===== config.mk =====
export PLATFORM = sky130hd
export DESIGN_NAME = red_seq_flat
export DESIGN_NICKNAME = d
export VERILOG_FILES = /design/src/rtl/red_seq_if.sv /design/src/rtl/red_seq.sv /design/src/flat_wrapper.sv
export SDC_FILE = /design/constraint.sdc
export NUM_CORES = 1
export LEC_CHECK = 0
export ABC_AREA = 1
export CAP_MARGIN = 0
export CORE_ASPECT_RATIO = 1.75
export CORE_MARGIN = 3
export CORE_UTILIZATION = 50
export DETAILED_ROUTE_END_ITERATION = 8
export PLACE_DENSITY = 0.73
export SETUP_SLACK_MARGIN = 0.1
export SYNTH_ARGS = -nofsm -noshare
export SYNTH_HDL_FRONTEND = slang
export SYNTH_SLANG_ARGS = --single-unit
export TNS_END_PERCENT = 50

===== constraint.sdc =====
create_clock -name clk -period 9 [get_ports clk]
set_input_delay 1.8 -clock clk [delete_from_list [all_inputs] [get_ports clk]]
set_output_delay 1.8 -clock clk [all_outputs]
set_load 0.01 [all_outputs]

===== src/rtl/red_seq_if.sv =====
// red_seq_if: start/operand request and busy/done/result reply
// for the nibble-serial RED reduction unit.
interface red_seq_if;
  logic        start;
  logic [15:0] A;
  logic [15:0] B;
  logic        busy;
  logic        done;
  logic [15:0] Result;

  modport master (
    output start,
    output A,
    output B,
    input  busy,
    input  done,
    input  Result
  );

  modport slave (
    input  start,
    input  A,
    input  B,
    output busy,
    output done,
    output Result
  );
endinterface


===== src/rtl/red_seq.sv =====
// red_seq: RED = sext sum of four signed bytes, computed
// nibble-serially on one shared 4-bit adder with a registered carry.
module red_seq (
  input  logic      clk,
  input  logic      rst,
  red_seq_if.slave  bus
);

  typedef enum logic [1:0] {
    IDLE,
    CALC,
    DONE
  } state_t;

  state_t      state;
  logic [15:0] ra;
  logic [15:0] rb;
  logic [11:0] s1;
  logic [11:0] s2;
  logic [11:0] t;
  logic        cy;
  logic [1:0]  nib;
  logic [1:0]  op;
  logic        busy_q;
  logic        done_q;
  logic [15:0] res_q;

  logic [11:0] xa;
  logic [11:0] xb;
  logic [3:0]  xn;
  logic [3:0]  yn;
  logic        cin;
  logic [4:0]  sum;
  logic [11:0] dst;
  logic [11:0] dst_n;
  logic        last;

  assign bus.busy   = busy_q;
  assign bus.done   = done_q;
  assign bus.Result = res_q;

  // operand select: high bytes, low bytes, then the two partials
  always_comb begin
    xa = '0;
    xb = '0;
    unique case (1'b1)
      (op == 2'd0): begin
        xa = {{4{ra[15]}}, ra[15:8]};
        xb = {{4{rb[15]}}, rb[15:8]};
      end
      (op == 2'd1): begin
        xa = {{4{ra[7]}}, ra[7:0]};
        xb = {{4{rb[7]}}, rb[7:0]};
      end
      default: begin
        xa = s1;
        xb = s2;
      end
    endcase
  end

  always_comb begin
    xn = 4'h0;
    yn = 4'h0;
    unique case (1'b1)
      (nib == 2'd0): begin
        xn = xa[3:0];
        yn = xb[3:0];
      end
      (nib == 2'd1): begin
        xn = xa[7:4];
        yn = xb[7:4];
      end
      default: begin
        xn = xa[11:8];
        yn = xb[11:8];
      end
    endcase
  end

  // carry chain restarts at nibble 0 of every op
  assign cin = (nib != 2'd0) & cy;
  assign sum = {1'b0, xn} + {1'b0, yn} + {4'b0, cin};

  always_comb begin
    dst = t;
    unique case (1'b1)
      (op == 2'd0): dst = s1;
      (op == 2'd1): dst = s2;
      default:      dst = t;
    endcase
  end

  always_comb begin
    dst_n = dst;
    unique case (1'b1)
      (nib == 2'd0): dst_n[3:0]  = sum[3:0];
      (nib == 2'd1): dst_n[7:4]  = sum[3:0];
      default:       dst_n[11:8] = sum[3:0];
    endcase
  end

  assign last = (op == 2'd2) && (nib == 2'd2);

  always_ff @(posedge clk or posedge rst) begin
    if (rst) begin
      state  <= IDLE;
      ra     <= '0;
      rb     <= '0;
      s1     <= '0;
      s2     <= '0;
      t      <= '0;
      cy     <= 1'b0;
      nib    <= '0;
      op     <= '0;
      busy_q <= 1'b0;
      done_q <= 1'b0;
      res_q  <= '0;
    end else begin
      unique case (state)
        IDLE, DONE: begin
          done_q <= 1'b0;
          if (bus.start) begin
            ra     <= bus.A;
            rb     <= bus.B;
            s1     <= '0;
            s2     <= '0;
            t      <= '0;
            cy     <= 1'b0;
            nib    <= '0;
            op     <= '0;
            busy_q <= 1'b1;
            state  <= CALC;
          end else begin
            state  <= IDLE;
          end
        end
        CALC: begin
          unique case (1'b1)
            (op == 2'd0): s1 <= dst_n;
            (op == 2'd1): s2 <= dst_n;
            default:      t  <= dst_n;
          endcase
          cy <= sum[4];
          if (nib == 2'd2) begin
            nib <= '0;
            op  <= op + 2'd1;
          end else begin
            nib <= nib + 2'd1;
          end
          if (last) begin
            op     <= '0;
            busy_q <= 1'b0;
            done_q <= 1'b1;
            res_q  <= {{4{dst_n[11]}}, dst_n};
            state  <= DONE;
          end
        end
        default: begin
          busy_q <= 1'b0;
          done_q <= 1'b0;
          state  <= IDLE;
        end
      endcase
    end
  end

  always_ff @(posedge clk) begin
    if (!rst) begin
      assert (!(busy_q && done_q));
    end
  end

endmodule

===== src/flat_wrapper.sv =====
// flat-port wrapper written by rule: the top's interface ports become plain ports
module red_seq_flat 
  (clk, rst, bus_start, bus_A, bus_B, bus_busy, bus_done, bus_Result);
  red_seq_if bus_i ();
  input  logic clk;
  input  logic rst;
  input wire logic [$bits(bus_i.start)-1:0] bus_start;
  input wire logic [$bits(bus_i.A)-1:0] bus_A;
  input wire logic [$bits(bus_i.B)-1:0] bus_B;
  output wire logic [$bits(bus_i.busy)-1:0] bus_busy;
  output wire logic [$bits(bus_i.done)-1:0] bus_done;
  output wire logic [$bits(bus_i.Result)-1:0] bus_Result;
  assign bus_i.start = bus_start;
  assign bus_i.A = bus_A;
  assign bus_i.B = bus_B;
  assign bus_busy = bus_i.busy;
  assign bus_done = bus_i.done;
  assign bus_Result = bus_i.Result;
  red_seq u_core (.clk(clk), .rst(rst), .bus(bus_i));
endmodule

==> impl_results.md <==
* Clock Pin Slew Worst Setup and Hold Paths at ~0.06 ns
* Die X at slightly below 80 um
* Starting DRT DRC Count at 329
* Vias in the first global route at 3975
* Slew Limit Fails at 0
* Post-route worst setup slack at between 5 and 6 ns
* Post-DR vias/cell at between 5 and 6
* Pre-CTS setup slack at between 5 and 6 ns
* Core box area at 8730 um2
* Fin area at between 5000 and 6000 um2
* Syn_nets at approximately 640
* Status: completed
* Final #Nets at 679
* Post-synth top cells: nand2_1 (281), dfrtp_1 (88), nor2_1 (39)
* Hold Startpoint: u_core.ra[14]$_DFFE_PP0P_
* Worst VDD drop at 0.157 mV
* Setup CP Type: flop to flop
* FF+latch count, synth at 88
* CTS Buf Count at 9
* Share of layout cells above drive strength 1 at 0.0653
* Clock Tree Root: clkbuf_16
* Area of the multi-input gates at approximately 2000 um2
* Fin crit share at 0.401
* Ant. Diodes at 0
* Post-CTS sizing at 0
* Number of enable flip-flop cells after synthesis at 0
* Skew final at about 0.0064 ns
* Unique masters post-synth at 31
* Synth Instances at 601
* Largest net degree at the start of global routing at slightly below 90
* Placer Congestion at roughly 0.96
* DR WL/cell at 16.4 um
* Power share of the clock group at 0.142
* WL final at around 12000 um
* Nature of the critical path endpoint: flop
* Top_reg_cell synth: dfrtp_1
* Post-synthesis to final-layout area growth at 16.8%
* # setup viols final at 0
* Top cells by area, synth: dfrtp_1 (49%), nand2_1 (23%), nand3_1 (3.8%)
* Critical R2R Launch: u_core.op[1]$_DFFE_PP0P_
* WHS Path Cells at 2
* Final hold vios at 0
* Die Area at 10300 um2
* Relative slew slack at 0.256
* Most frequent cell after synthesis: nand2_1
* Seq/Total Area, Yosys at 0.487
* Max frequency at ~280 MHz
* P_int at 1.20 mW
* Worst-case clock buffer depth at 2
* Sequential cell area at between 2000 and 2500 um2
* # IOs at 53
* CP Data Required Time at between 9 and 10 ns
* Share of the synthesized area in the top cell type at 0.487
* Worst Tran Pin Value at 1.12 ns
* Routed via count at between 3000 and 4000
* DP HPWL at between 9000 and 10000 um
* Gr usage total at 0.261
* Initial core utilization at 0.518
* Hold-fix buffers at CTS at 0
* Crit-path max FO at 23
* Hold EP: u_core.ra[14]$_DFFE_PP0P_
* Initial antenna violation count at 0
* Die Ht at between 100 and 150 um
* CP startpoint kind: flop
* Placed Area at 5020 um2
* R2R Path End: u_core.s2[2]$_DFFE_PP0P_
* R2R depth at 15
* RSZ-0062 raised after global routing: false
* Hold Worst Slack at about 0.48 ns
* GRT overflow at 0
* Sw power at about 1.2 mW
* Synth warnings at 0
* Max-cap violations at 0
* Comb power frac at 0.547
* Post-route minimum period at 3.61 ns
* Syn Area/Cell at about 7.5 um2
* Clock latency on the worst-skew pair at 0.35 ns
* Global-route wire length before repair at 20600 um
* R2R Setup Slk at ~5.4 ns
* Arr. time, crit path at about 4 ns
* Setup tns final at 0 ns
* DRC Markers at 0
* Design Power at roughly 2.3 mW
* Pleak at roughly 2.7 nW
* Setup Fix Bufs, Post-CTS at 0
* Post-synthesis cell area at between 4000 and 5000 um2
* Class of the worst hold path: flop to flop
* Largest area contributor in the synthesized netlist: dfrtp_1
* Clock Sinks at around 90
* FP Rows at 45
* Remaining antenna violation count at 0
* Flop pwr share at 0.311
* H-tree levels at 3
* PwrDens at 445 nW/um2
* Filler cell count at 804
* Switching Share at 0.490
* Port Buffers at 52
* Drt pass-1 iters at 5
* CTS tree: built
* Async set-reset flop share out of synthesis at 1.00
[worst max-delay path, cell delays in order (launching register included)]
cell and delay (ns):
dfrtp_1 0.67, nor2_4 0.59, inv_2 0.18, nor2_1 0.16
nor2_2 0.07, o21ai_0 0.07, a21oi_1 0.11, fa_1 0.49
fa_1 0.41, nand2_1 0.07, inv_1 0.05, nor2_1 0.18
o21ai_0 0.12, inv_1 0.19, nand3_1 0.11, nand2_1 0.08
[layout make-up]
cell class / count / share of cell area
clock inverters: 4 / 0.00427
well taps: 117 / 0.0277
multi-input cells: 447 / 0.376
inverters: 38 / 0.0277
repair buffers: 55 / 0.103
flip-flops and latches: 88 / 0.417
clock buffers: 11 / 0.0441
[worst max-delay path by stage]
stage / slack [ns] / cells past startpoint / to / start
after floorplan: 4.92 / 1 / u_core.bus.Result[0]$_DFFE_PP0P_ / rst
after global placement: 5.39 / 6 / u_core.rb[7]$_DFFE_PP0P_ / bus_start
after detailed placement: 5.35 / 7 / u_core.t[10]$_DFFE_PP0P_ / bus_start
after CTS: 5.40 / 15 / u_core.s2[2]$_DFFE_PP0P_ / u_core.op[1]$_DFFE_PP0P_
after global routing: 4.96 / 15 / u_core.s2[10]$_DFFE_PP0P_ / u_core.op[1]$_DFFE_PP0P_
final: 5.39 / 15 / u_core.s2[2]$_DFFE_PP0P_ / u_core.op[1]$_DFFE_PP0P_
[layer usage]
layer	up-vias	global-route usage	routed length, um
met4	0	0.159	608
met1	1880	0.316	4940
met5	-	0	0
met2	120	0.436	6460
met3	36	0.0328	470
li1	1955	-	-
[state kept, by name, indices dropped and copies added (netlist names)]
register / count
u_core.ra: 16
u_core.rb: 16
u_core.bus.Result: 12
u_core.s1: 12
u_core.s2: 12
u_core.t: 12
u_core.nib: 2
u_core.op: 2
u_core.state: 2
u_core.bus.busy: 1
u_core.cy: 1
[cells by family after synthesis]
group / count (synthesis) / synth area share
and+or+nand+nor: 373 / 0.335
DFF: 88 / 0.487
AOI/OAI and AO/OA: 69 / 0.0870
buffers and inverters: 66 / 0.0737
adders and majority gates: 5 / 0.0172
[cell usage in the layout (no fill, tap or decap), drive strengths merged, types with 3 or more instances in the layout]
cell type / count
a21oi: 19
buf: 3
clkbuf: 11
clkdlybuf4s50: 52
clkinv: 4
dfrtp: 88
ha: 3
inv: 37
nand2: 285
nand3: 34
nand4: 3
nor2: 44
o211ai: 4
o21ai: 40
o22ai: 5
or2: 6
[power by group through the flow]
stage	logic (mW)	registers [mW]	clock network, mW
2_1_floorplan	0.933	0.677	0
3_3_place_gp	1.26	0.732	0
3_5_place_dp	1.28	0.728	0
4_1_cts	1.28	0.726	0.339
5_1_grt	1.46	0.748	0.355
6_report	1.29	0.729	0.333
[metrics by stage]
step / util / instances
4_1_cts: 0.605 / 760
6_report: 0.605 / 760
5_1_grt: 0.605 / 760
2_1_floorplan: - / 601
3_3_place_gp: 0.575 / 745
3_5_place_dp: 0.575 / 745
Power figures use the tool's default switching activity.
